<file path="config.mk">
export PLATFORM = sky130hd
export DESIGN_NAME = bb_seq_controller
export DESIGN_NICKNAME = d
export VERILOG_FILES = /design/src/rtl/bb_seq_controller.sv
export SDC_FILE = /design/constraint.sdc
export NUM_CORES = 1
export LEC_CHECK = 0
export CAP_MARGIN = 0
export CORE_MARGIN = 2
export CORE_UTILIZATION = 44
export DETAILED_ROUTE_END_ITERATION = 10
export PLACE_DENSITY = 0.77
export SYNTH_ARGS = -nofsm -noshare
export SYNTH_HDL_FRONTEND = slang
export SYNTH_SLANG_ARGS = --single-unit
</file>
<file path="constraint.sdc">
create_clock -name clk -period 2.27 [get_ports clk]
set_clock_uncertainty 0.15 [all_clocks]
set_input_delay 0.5675 -clock clk [delete_from_list [all_inputs] [get_ports clk]]
set_output_delay 0.5675 -clock clk [all_outputs]
set_load 0.005 [all_outputs]
</file>
<file path="src/rtl/bb_seq_controller.sv">
// Sequenced BitBlaster controller: T0..T3 timestep FSM, instruction register,
// valid/ready fetch, stall, illegal-opcode flagging and retired-instruction count.
module bb_seq_controller #(
  parameter int unsigned DATA_W = 10,
  parameter int unsigned RA_W   = 2,
  parameter int unsigned CNT_W  = 16
) (
  input  logic              clk,
  input  logic              rst_n,
  input  logic              inst_valid,
  input  logic [DATA_W-1:0] inst_in,
  input  logic              stall,
  output logic              inst_ready,
  output logic [DATA_W-1:0] imm,
  output logic              imm_oe,
  output logic [RA_W-1:0]   rin,
  output logic [RA_W-1:0]   rout,
  output logic              enr,
  output logic              enw,
  output logic              ain,
  output logic              gin,
  output logic              gout,
  output logic [3:0]        alu_cont,
  output logic              ext,
  output logic              irin,
  output logic              done,
  output logic              illegal,
  output logic              busy,
  output logic [CNT_W-1:0]  retired_cnt
);

  localparam int unsigned IMM_W = DATA_W - 2 - RA_W;

  localparam logic [1:0] S_IDLE = 2'b00;
  localparam logic [1:0] S_T1   = 2'b01;
  localparam logic [1:0] S_T2   = 2'b10;
  localparam logic [1:0] S_T3   = 2'b11;

  localparam logic [1:0] CLS_REG  = 2'b00;
  localparam logic [1:0] CLS_ADDI = 2'b10;

  logic [1:0]        state_q, state_d;
  logic [DATA_W-1:0] ir_q, ir_d;
  logic [CNT_W-1:0]  cnt_q, cnt_d;

  logic [1:0]      cls;
  logic [RA_W-1:0] rx, ry;
  logic [3:0]      func;
  logic [IMM_W-1:0] imm_fld;

  assign cls     = ir_q[DATA_W-1 -: 2];
  assign rx      = ir_q[DATA_W-3 -: RA_W];
  assign ry      = ir_q[DATA_W-3-RA_W -: RA_W];
  assign func    = ir_q[3:0];
  assign imm_fld = ir_q[IMM_W-1:0];

  assign busy        = (state_q != S_IDLE);
  assign retired_cnt = cnt_q;

  // Next state and strobes; a stall in T1..T3 leaves every strobe at its default.
  always_comb begin
    state_d    = state_q;
    ir_d       = ir_q;
    cnt_d      = cnt_q;
    inst_ready = 1'b0;
    imm        = '0;
    imm_oe     = 1'b0;
    rin        = '0;
    rout       = '0;
    enr        = 1'b0;
    enw        = 1'b0;
    ain        = 1'b0;
    gin        = 1'b0;
    gout       = 1'b0;
    alu_cont   = 4'b0000;
    ext        = 1'b0;
    irin       = 1'b0;
    done       = 1'b0;
    illegal    = 1'b0;

    case (state_q)
      S_IDLE: begin
        inst_ready = !stall;
        if (inst_valid && !stall) begin
          ext     = 1'b1;
          irin    = 1'b1;
          ir_d    = inst_in;
          state_d = S_T1;
        end
      end
      S_T1: begin
        if (!stall) begin
          if (cls == CLS_REG && func == 4'b0000) begin
            ext     = 1'b1;
            rin     = rx;
            enr     = 1'b1;
            done    = 1'b1;
            state_d = S_IDLE;
          end else if (cls == CLS_REG && func == 4'b0001) begin
            rout    = ry;
            enw     = 1'b1;
            rin     = rx;
            enr     = 1'b1;
            done    = 1'b1;
            state_d = S_IDLE;
          end else if ((cls == CLS_REG && func <= 4'b1011) || cls[1]) begin
            rout    = rx;
            enw     = 1'b1;
            ain     = 1'b1;
            state_d = S_T2;
          end else begin
            illegal = 1'b1;
            state_d = S_IDLE;
          end
        end
      end
      S_T2: begin
        if (!stall) begin
          gin = 1'b1;
          if (cls == CLS_REG) begin
            rout     = ry;
            enw      = 1'b1;
            alu_cont = func;
          end else begin
            imm      = {{(DATA_W-IMM_W){1'b0}}, imm_fld};
            imm_oe   = 1'b1;
            alu_cont = (cls == CLS_ADDI) ? 4'b0010 : 4'b0011;
          end
          state_d = S_T3;
        end
      end
      default: begin
        if (!stall) begin
          gout    = 1'b1;
          rin     = rx;
          enr     = 1'b1;
          done    = 1'b1;
          state_d = S_IDLE;
        end
      end
    endcase

    if (done) cnt_d = cnt_q + CNT_W'(1);
  end

  always_ff @(posedge clk or negedge rst_n) begin
    if (!rst_n) begin
      state_q <= S_IDLE;
      ir_q    <= '0;
      cnt_q   <= '0;
    end else begin
      state_q <= state_d;
      ir_q    <= ir_d;
      cnt_q   <= cnt_d;
    end
  end

endmodule
</file>
==> results of run 1 <==
[worst min path at each step]
stage | end | slack [ns] | cells after the start
3_5_place_dp | retired_cnt[15]$_DFFE_PN0P_ | 0.32 | 1
3_3_place_gp | retired_cnt[15]$_DFFE_PN0P_ | 0.31 | 1
4_1_cts | retired_cnt[15]$_DFFE_PN0P_ | 0.34 | 1
5_1_grt | retired_cnt[15]$_DFFE_PN0P_ | 0.37 | 1
2_1_floorplan | ir_q[0]$_DFFE_PN0P_ | 0.12 | 0
6_report | retired_cnt[15]$_DFFE_PN0P_ | 0.34 | 1
[layer usage]
| metal | GRT usage | vias up |
|---|---|---|
| met5 | 0 | - |
| met4 | 0.0571 | 0 |
| met3 | 0.0211 | 2 |
| met2 | 0.427 | 50 |
| met1 | 0.303 | 702 |
| li1 | - | 690 |
[power by group]
part / internal [mW] / switching [mW]
combinational: 0.766 / 0.573
clock: 0.179 / 0.142
sequential: 0.634 / 0.175
[Yosys cell counts (3+ instances only)]
master   number
mux2_2       10
nor2_1        9
nand3_2       4
xor2_1        4
nor3_1        5
and3_1        4
dfrtp_1      28
nand2_1      12
inv_1         6
ha_1          5
buf_4         5
nand4_1       4
nand3_1       3
xnor2_1      11
and2_1        9
a21oi_1       4
[kinds of logic (layout without fill, tap and decap cells)]
family                     count (synthesis)  after routing  synth area share
adders and majority gates                  5              5            0.0396
xor gates and xnor gates                  15             15            0.0831
and+or+nand+nor                           62             62             0.235
muxes                                     10             10            0.0713
other                                      1              4           0.00237
buffers and inverters                     14            107            0.0578
AOI/OAI and AO/OA                         13             13            0.0673
DFF                                       28             28             0.443
[cell type report]
class,count,area share
well taps,46,0.0216
flip-flops and latches,28,0.264
multi-input cells,109,0.358
clock inverters,1,0.0113
inverters,7,0.0117
clock buffers,3,0.00845
repair buffers,96,0.325
[per-stage QoR]
stage | util | total power, mW
after floorplan | - | 1.21
after global placement | 0.693 | 1.76
after detailed placement | 0.693 | 1.79
after CTS | 0.752 | 2.33
after global routing | 0.787 | 2.63
final | 0.787 | 2.47
[repair_timing]
| action | 4_1_cts | 5_1_grt |
|---|---|---|
| endpoints found under the setup margin | 26 | 26 |
| buffers inserted | 13 | 3 |
| pin swaps | 15 | 14 |
| resized for setup | 136 | 36 |
[cell usage in the layout (no fill, tap or decap), types with 4 or more instances in the layout]
master | netlist | layout
dfrtp_1 | 28 | 26
ha_4 | 0 | 4
buf_2 | 1 | 9
buf_6 | 0 | 27
nor3_1 | 5 | 4
nand2_1 | 12 | 9
xor2_1 | 4 | 4
and2_4 | 0 | 8
conb_1 | 1 | 4
nor2_2 | 0 | 4
mux2_2 | 10 | 10
xnor2_1 | 11 | 11
and3_1 | 4 | 4
clkdlybuf4s50_1 | 0 | 28
nand4_1 | 4 | 4
buf_4 | 5 | 28
nand3_2 | 4 | 4
[worst register-to-register path, delay by kind of cell (launching register included)]
kind | cells | cell delay [ns]
buffers and inverters | 5 | 0.58
adders and majority gates | 1 | 0.14
xor gates and xnor gates | 1 | 0.14
AOI/OAI and AO/OA | 1 | 0.10
DFF | 1 | 0.42
and+or+nand+nor | 2 | 0.31
[registers in the layout (all words and copies together) (netlist names)]
signal	flops
state_q	2
retired_cnt	16
ir_q	10
==> flow_summary.yaml, run 1 <==
worst_setup_path:
  cp-endpoint: "rout[0]"
  crit_type: "reg -> out"
  worstPathMaxFanout: 4
  critPathCaptureType: "output pin"
  critPathSlowestCell: "dfrtp_1"
  cp_num_cells: 8
  rr_endpoint: "retired_cnt[4]$_DFFE_PN0P_"
  slowest_delay_ns: 0.42
  arrival_ns: 1.84
  worst_setup_path_start_kind: "flip-flop"
  path_delay_family: "compound AO/OA/AOI/OAI gates"
  timing.rr.start: "state_q[1]$_DFFE_PN0P_"
  path_cells: "inv_2 -> ha_4 -> nor2b_4 -> o21ai_2 -> a21oi_2 -> buf_4 -> a32o_1 -> buf_2"
  rr_worst_depth: 10
  crit_start: "state_q[1]$_DFFE_PN0P_"
  cp_data_required_time_ns: 1.55
  rrSetupSlack_ns: 0.34
  cp.buffers_inverters: 3
global_routing:
  grt_pass1_vias: 1532
  antenna_found_initial: 0
  grt_usage: 0.236
  grt.overflow.total: 0
  grt_max_degree: 29
  grt_pass1_wl_um: 7530
placed_design:
  place_inst: 273
  place_area_um2: 2350
  gp_congestion: 0.872
  hpwl_um: 3110
  dp_worst_setup_slack_ns: -0.749
  io_buffers: 55
logic_synthesis:
  ys_seq_area_frac: 0.443
  async_reset_ff_frac: 1.00
  syn-cell-area_um2: 1580
  yosys_most_used_dff: "dfrtp_1"
  synth_top_area_frac: 0.443
  yosys_warnings: 0
  synthDistinctLibCells: 36
  synth_top_area_cell: "dfrtp_1"
  synth_edf_count: 0
  synthTopCellsByArea: "dfrtp_1, mux2_2, xnor2_1"
  synthesis.instances: 148
  yosys_register_bits: 28
  synth.avg_cell_area_um2: 10.7
floorplan:
  num_rows: 21
  core_area_um2: 3390
  num_io_pins: 60
  die_w_um: 63.9
  initial_core_util: 0.466
  die_y_um: 63.9
  die_area_um2: 4090
clock_network:
  numCtsBuffers: 3
  cts_root_buffer: "clkbuf_4"
  cts_hold_buf: 0
  clk_latency_ns: 0.33
  clk_path_buf_depth: 2
  cts_sinks: 28
  htree_levels: 1
  cts_tree: "built"
  clk_pin_slew_worst_paths_ns: 0.15
drt:
  route.met2.wl_um: 2560
  wl_um: 4710
  drt_pre_antenna_iters: 4
  drtAntennaViolNets: 0
  top_layer: "met4"
  vias: 1444
  drt_iter0_markers: 70
  route.met3.wl_um: 191
  wire_per_inst_um: 16.2
  route.detailed.drc: 0
  drt-met1-wl_um: 1940
  viasPerCell: 4.98
sta:
  holdWs_ns: 0.342
  finalHoldViolCount: 0
  period_share: 1.13
  drv_slew: 0
  rsz0062_at_grt: "true"
  setup_viol: 18
  fin_setup_tns_ns: -2.24
  worst_slack_ns: -0.291
  fmax_mhz: 390
  min_period_ns: 2.56
final_layout:
  nFillCells: 224
  num-nets-final: 264
  multi_input_area_um2: 955
  finalInstanceArea_um2: 2670
  area_delta_synth_final_pct: 68.7
  layout-drive-gt1-share: 0.516
  seqCellArea_um2: 703
  stdcell_count: 290
  antenna_cells: 0
power:
  power.leakage_nw: 1.25
  ir_worst_vdd_mv: 0.447
  powerDensity_nw_per_um2: 926
status:
  violations: "negative setup slack"
  outcome: "finished with violations"
worst_hold_path:
  hp-class: "reg -> reg"
  worstHoldStart: "retired_cnt[15]$_DFFE_PN0P_"
flow_run:
  maxCapViolCount: 0
Power figures use the tool's default switching activity.
==> inputs of run 2 (changes only) <==
Settings changed: GPL_TIMING_DRIVEN set to 0.
==> flow_summary.yaml, run 2 (synthesized netlist as in run 1, its figures left out) <==
sta:
  rsz0062_at_grt: "true"
  min_period_ns: 2.62
  tightestPinTransition_ns: 0.614
  worst_slack_ns: -0.350
  fin_setup_tns_ns: -3.84
  relSlewSlack: 0.591
  fmax_mhz: 382
  period_share: 1.15
  setup_viol: 21
  drv_slew: 0
  finalHoldViolCount: 0
drt:
  drt_pre_antenna_iters: 4
  vias: 1493
  wire_per_inst_um: 15.8
  drt_iter0_markers: 97
  wl_um: 4670
  route.detailed.drc: 0
  viasPerCell: 5.06
  drtAntennaViolNets: 0
final_layout:
  mostFrequentLayoutCells: "buf_6, buf_4, clkdlybuf4s50_1"
  num-nets-final: 270
  largest_reg_flops: 16
  antenna_cells: 0
  fin_util: 0.804
  layout-drive-gt1-share: 0.534
  area_delta_synth_final_pct: 72.4
  finalInstanceArea_um2: 2730
  layout_commonest_cell: "buf_6"
floorplan:
  num_io_pins: 60
  core_area_um2: 3390
  num_rows: 21
  initial_core_util: 0.466
  die_w_um: 63.9
  die_area_um2: 4090
  die_y_um: 63.9
worst_setup_path:
  crit_start: "ir_q[3]$_DFFE_PN0P_"
  path_cells: "buf_4 -> a21oi_1 -> o21ai_2 -> a21oi_2 -> buf_4 -> a32o_1 -> buf_2"
  cp_common_cell: "buf_4"
  critPathSlowestCell: "dfrtp_2"
  timing.rr.start: "state_q[1]$_DFFE_PN0P_"
  arrival_ns: 1.90
  worst_setup_path_start_kind: "flip-flop"
  crit_type: "reg -> out"
  slowest_delay_ns: 0.45
  critPathCaptureType: "output pin"
  worstPathMaxFanout: 4
  cp_data_required_time_ns: 1.55
worst_hold_path:
  hp-class: "in -> async"
clock_network:
  cts_tree: "built"
  cts_root_buffer: "clkbuf_4"
  numCtsBuffers: 3
  clk_path_buf_depth: 2
  clk_pin_slew_worst_paths_ns: 0.13
  cts_sinks: 28
  clk_latency_ns: 0.31
  htree_levels: 1
flow_run:
  maxCapViolCount: 0
power:
  ir_worst_vdd_mv: 0.437
  powerDensity_nw_per_um2: 886
  power.leakage_nw: 1.29
global_routing:
  grt_usage: 0.244
  antenna_found_initial: 0
  grt_pass1_wl_um: 7800
  grt.overflow.total: 0
  grt_max_degree: 29
  grt_pass1_vias: 1599
placed_design:
  io_buffers: 55
  gp_congestion: 0.897
  dp_worst_setup_slack_ns: -1.05
  hpwl_um: 2610
  place_area_um2: 2200
status:
  violations: "negative setup slack"
  outcome: "finished with violations"
run 2: path summary, 6_finish.rpt:
path	endpoint	slack (ns)	depth (start not counted)
worst max-delay path	rout[0]	-0.35	7
max in group asynchronous	state_q[0]$_DFFE_PN0P_	1.44	1
worst max register to register	retired_cnt[7]$_DFFE_PN0P_	0.12	11
worst min register to register	retired_cnt[15]$_DFFE_PN0P_	0.33	1
min in group clk	retired_cnt[15]$_DFFE_PN0P_	0.33	1
worst min-delay path	retired_cnt[14]$_DFFE_PN0P_	0.1	1
run 2: critical path, delay by kind of cell, from the launching register on:
family | cells | cell delay, ns
compound gates | 4 | 0.72
buf+inv | 3 | 0.41
flops | 1 | 0.45
run 2: where the power goes:
| group | switching, mW | internal, mW |
|---|---|---|
| clock | 0.128 | 0.0620 |
| combinational | 0.596 | 0.827 |
| sequential | 0.163 | 0.640 |
| total | 0.887 | 1.53 |
run 2: per-stage QoR:
step	hold slack, ns	instances	power (mW)
2_1_floorplan	0.122	151	1.21
4_1_cts	0.344	291	2.25
5_1_grt	0.130	295	2.56
3_3_place_gp	0.310	252	1.54
6_report	0.0976	295	2.42
3_5_place_dp	0.326	252	1.56
run 2: cell type report:
class,count,area [µm²]
buffer,5,41.3
clock buffer,3,22.5
fill,196,664
inverter,7,31.3
multi-input combinational,109,953
sequential,28,707
tap,46,57.6
timing repair buffer,97,912
run 2: repair_timing:
action | 4_1_cts | 5_1_grt
pin swaps | 18 | 12
hold buffers | 0 | 0
setup buffers | 40 | 7
resized for setup | 166 | 22
endpoints found under the setup margin | 26 | 24
run 2: routing by layer:
metal  vias to the layer above  GRT usage  share of wire  wire length, µm
met5                         -          0              0                0
li1                        705          -              -                -
met2                        73      0.427           0.52             2430
met4                         0      0.101          0.018               82
met1                       707      0.304           0.41             1910
met3                         8     0.0299          0.052              242
==> inputs of run 3 (changes only) <==
Settings changed: REMOVE_ABC_BUFFERS set to 1.
==> flow_summary.yaml, run 3 (synthesized netlist as in run 1, its figures left out) <==
global_routing:
  grt_usage: 0.221
  grt_use_met2: 0.400
  antenna_found_initial: 0
  grt.overflow.total: 0
  grtUsageMet3: 0.0335
  grt_pass1_wl_um: 7130
  grt_max_degree: 29
  grt_pass1_vias: 1455
  grt.busiest_layer: "met2"
  gr-usage-met1: 0.280
clock_network:
  numCtsBuffers: 3
  htree_levels: 1
  cts_tree: "built"
  cts_sinks: 28
  clk_path_buf_depth: 2
  clk_pin_slew_worst_paths_ns: 0.14
  cts_root_buffer: "clkbuf_4"
  clk_latency_ns: 0.32
worst_setup_path:
  cp_data_required_time_ns: 1.55
  worst_setup_path_start_kind: "flip-flop"
  worstPathMaxFanout: 3
  critPathCaptureType: "output pin"
  slowest_delay_ns: 0.44
  path_cells: "buf_4 -> buf_6 -> ha_4 -> nand2b_4 -> nor3_4 -> o21a_1 -> a32o_1 -> buf_2"
  rrSetupSlack_ns: 0.23
  crit_type: "reg -> out"
  arrival_ns: 1.89
  critPathSlowestCell: "dfrtp_1"
sta:
  relSlewSlack: 0.597
  drv_slew: 0
  min_period_ns: 2.60
  fmax_mhz: 384
  worst_slack_ns: -0.334
  finalHoldViolCount: 0
  setup_viol: 23
  tightestPinTransition_ns: 0.605
  period_share: 1.15
  rsz0062_at_grt: "true"
drt:
  viasPerCell: 5.15
  wire_per_inst_um: 17.3
  drtAntennaViolNets: 0
  drt_iter0_markers: 88
  wl_um: 4920
  vias: 1462
  drt_pre_antenna_iters: 4
  route.detailed.drc: 0
floorplan:
  die_y_um: 63.9
  num_rows: 21
  die_area_um2: 4090
  num_io_pins: 60
  core_area_um2: 3390
  die_w_um: 63.9
  initial_core_util: 0.466
status:
  outcome: "finished with violations"
  violations: "negative setup slack"
placed_design:
  hpwl_um: 2600
  gp_congestion: 0.921
  io_buffers: 55
power:
  power_mw: 2.40
  power.leakage_nw: 1.24
  powerDensity_nw_per_um2: 921
  ir_worst_vdd_mv: 0.404
final_layout:
  fin_util: 0.769
  antenna_cells: 0
  layout_commonest_cell: "clkdlybuf4s50_1"
  area_delta_synth_final_pct: 64.8
  largest_reg_flops: 16
  num-nets-final: 258
  mostFrequentLayoutCells: "clkdlybuf4s50_1, dfrtp_1, buf_6, buf_4, buf_2"
  layout-drive-gt1-share: 0.496
worst_hold_path:
  hp-class: "in -> async"
flow_run:
  maxCapViolCount: 0
==> run 3: changes by cell type in the layout (fill, tap and decap cells not counted), moves of 2 or more <==
cell and change:
buf_2 +4, and2_4 -3, and2_2 +2, buf_6 -12, clkbuf_2 +3, buf_4 -8
dlygate4sd2_1 -2
==> run 3: final cells by class <==
| type | count | area, µm² |
|---|---|---|
| clock buffers | 4 | 36.3 |
| fillers | 193 | 785 |
| multi-input cells | 109 | 943 |
| repair buffers | 90 | 818 |
| well taps | 46 | 57.6 |
| inverters | 7 | 43.8 |
| flip-flops and latches | 28 | 706 |
==> run 3: final timing paths <==
path                                               end  depth (start not counted)                   startpoint
setup reg to reg                   ir_q[4]$_DFFE_PN0P_                         10       state_q[0]$_DFFE_PN0P_
hold / removal              retired_cnt[1]$_DFFE_PN0P_                          1                        rst_n
max in group asynchronous       state_q[0]$_DFFE_PN0P_                          1                        rst_n
min in group clk           retired_cnt[15]$_DFFE_PN0P_                          1  retired_cnt[15]$_DFFE_PN0P_
hold reg to reg            retired_cnt[15]$_DFFE_PN0P_                          1  retired_cnt[15]$_DFFE_PN0P_
setup / recovery                               rout[0]                          8       state_q[1]$_DFFE_PN0P_
==> run 3: critical path, delay by kind of cell (launching register included) <==
family	cells	cell delay, ns
fa+ha+maj	1	0.16
compound gates	2	0.41
flops	1	0.44
buf+inv	3	0.40
simple gates	2	0.16
==> run 3: metal layers <==
metal / share of wire / up-vias
li1: - / 685
met3: 0.061 / 14
met2: 0.50 / 63
met4: 0.033 / 0
met5: 0 / -
met1: 0.40 / 700
==> run 3: power by group <==
part	switching [mW]	internal, mW	total (mW)
Combinational	0.588	0.756	1.34
Sequential	0.182	0.637	0.819
Clock	0.138	0.0981	0.236
==> run 3: per-stage QoR <==
stage                     area [µm²]  setup TNS [ns]  setup slack, ns  std cells  hold slack (ns)
final                           2610           -5.00           -0.334        284           0.0863
after global routing            2610           -6.67           -0.399        284            0.119
after global placement          2140          -16.98            -1.00        245            0.311
after CTS                       2450           -3.57           -0.305        276            0.333
after floorplan                 1530               0            0.122        144            0.122
after detailed placement        2140          -18.70            -1.06        245            0.311
==> run 3: what timing repair did <==
| item | CTS | global route |
|---|---|---|
| endpoints found under the setup margin | 26 | 25 |
| resized for setup | 122 | 40 |
| endpoints found under the hold margin | 0 | 0 |
| hold buffers | 0 | 0 |
| buffers inserted | 27 | 10 |
| pin swaps | 17 | 8 |
==> patch (flow settings as in run 2) <==
The parameter `DATA_W` goes from 10 to 12.
--- a/src/rtl/bb_seq_controller.sv
+++ b/src/rtl/bb_seq_controller.sv
@@ -3,3 +3,3 @@
 module bb_seq_controller #(
-  parameter int unsigned DATA_W = 10,
+  parameter int unsigned DATA_W = 12,
   parameter int unsigned RA_W   = 2,
Ports: changed (resized imm and inst_in); port bits go from 60 to 64. The function was not compared with the original's and may differ.
==> patch against run 2 <==
The run still ends with setup timing left. Register-to-register slack worse by 0.08 ns. Count of clock-buffer cells in the layout up 2. Synthesized cell count rose by 4.7%. Design area grew 12%. Wire length up 36%. Combinational power up 15%. Power increased by 28%. Setup slack lost 0.0088 ns. Global-route usage rose by 2.5 points. Area after synthesis grew 5.5%. Clock power rose to 2.9 times the old value. Sequential share of layout area is 1.1 points lower. Sequential cell count grew 2. Critical endpoint unchanged. Largest cell class unchanged. Highest routed layer unchanged.
==> patch: results (changes against run 2) <==
* Worst setup path start: state_q[0]
* Maximum number of pins on one net before global-route repair at 31 (+6.9%)
* Cell depth of the worst flop-to-flop path at 13 (+2)
* Setup slack after placement at -1.13 ns (-0.0760 ns)
* Number of setup buffers added after CTS at 40 (unchanged)
* Number of antenna violations at the first check in global routing at 0 (unchanged)
* Internal power summed over all cells at 0.00194 W (+27%)
* Final hold slack at 0.155 ns (+0.0571 ns)
* Mean instance size in the synthesized netlist at 10.8 sq um (+0.70%)
* Largest fanout on the critical path at 5 (+1)
* Capture point of the worst reg-to-reg path: ir_q[11]
* Metal-1 WL at 2.37 mm (+24%)
* Maximum ir drop on the vdd rail at 0.680 mV (+56%)
* WL/cell at 19.5 microns (+23%)
* Total via count after detailed routing at 1700 (+14%)
* Max reg flops at 16 (unchanged)
* Met2 track utilization from global routing at 49.5% (+6.8 points)
* Worst reg-to-reg setup slack at 0.04 ns (-0.08 ns)
* Cell types occupying the most area after synthesis: sky130_fd_sc_hd__dfrtp_1 45%, sky130_fd_sc_hd__mux2_2 8.8%, sky130_fd_sc_hd__xor2_1 6.8%
* Global router's overall resource usage at 27.0% (+2.5 points)
* Sw frac at 37.3% (+0.59 points)
* YS warnings at 0 (unchanged)
* Aggregate negative setup slack at -3.94 ns (-0.104 ns)
* Initial DRC Count at 110 (+13%)
* Post_cts resized at 150 (-9.6%)
* Critical R2R Launch: state_q[0]
* Reported sequential group power at 0.000912 W (+14%)
* Root buffer cell: sky130_fd_sc_hd__clkbuf_8
* Asr flop ratio synth at 100% (unchanged)
* Routed length on met3 at 453 microns (+87%)
* First-pass GRT wire length at 8.55 mm (+9.6%)
* Detail Placement HPWL at 2.78 mm (+6.8%)
* Outcome: complete, but fails checks
* Area after detailed placement at 2330 sq um (+5.9%)
* Failing checks: setup timing
* Seq/Total Area, Yosys at 45.0% (+0.71 points)
* Crit path setup slack, layout at -0.359 ns (-0.00883 ns)
* Later-pin clock latency in the skew report at 0.29 ns (-0.02 ns)
* Number of port buffers at 59 (+7.3%)
* Detailed-routed wire length on met2 at 3.31 mm (+36%)
* RD Place Congestion at 0.765 (-15%)
* # nets final at 297 (+10%)
* Via count of the first global-routing pass at 1812 (+13%)
* Transition time of the tightest slew-check pin at 0.688 ns (+0.0742 ns)
* Top cells by count, synth: 30 x sky130_fd_sc_hd__dfrtp_1, 15 x sky130_fd_sc_hd__nand2_1, 13 x sky130_fd_sc_hd__mux2_2, 13 x sky130_fd_sc_hd__xor2_1, 11 x sky130_fd_sc_hd__nor2_1
* Deepest level of the CTS H-tree at 2 (+1)
* Cell count after placement at 265 (+5.2%)
* Global routing met3 resource utilization at 6.85% (+3.9 points)
* Final Routed Wirelength at 6.34 mm (+36%)
* Comb group at 0.00163 W (+15%)
* Layout cell share with drive strength beyond 1 at 56.7% (+3.3 points)
* # setup viols final at 23 (+9.5%)
* Leakage power at 1.48 nW (+15%)
* TritonCTS Buffers at 5 (+2)
* Met1 Resource Use GR at 27.7% (-2.6 points)
* Clock transition at path regs at 0.07 ns (-0.06 ns)
[patch: kinds of logic (layout without fill, tap and decap cells)]
group	Yosys count	count (layout)	share of synthesized area (%)
AOI/OAI and AO/OA	14	14	7.13
xor gates and xnor gates	15	15	7.88
adders and majority gates	5	5	3.75
buffers and inverters	14	132	4.80
DFF	30	30	45.0
muxes	13	13	8.78
other	1	4	0.225
and+or+nand+nor	63	64	22.4
[patch: critical path: stages, from the launching register on]
cell and delay [ns]:
sky130_fd_sc_hd__dfrtp_2 0.46, sky130_fd_sc_hd__ha_4 0.18, sky130_fd_sc_hd__and2b_2 0.25, sky130_fd_sc_hd__and4_4 0.18, sky130_fd_sc_hd__o21a_1 0.19, sky130_fd_sc_hd__a32o_2 0.23, sky130_fd_sc_hd__buf_2 0.12
[patch: layout make-up]
cell class,instances,area (sq um)
timing repair buffer,111,1000
sequential,30,756
fill,190,614
multi-input combinational,115,1040
inverter,7,31.3
buffer,6,52.6
clock inverter,3,40.0
clock buffer,5,68.8
tap,48,60.1
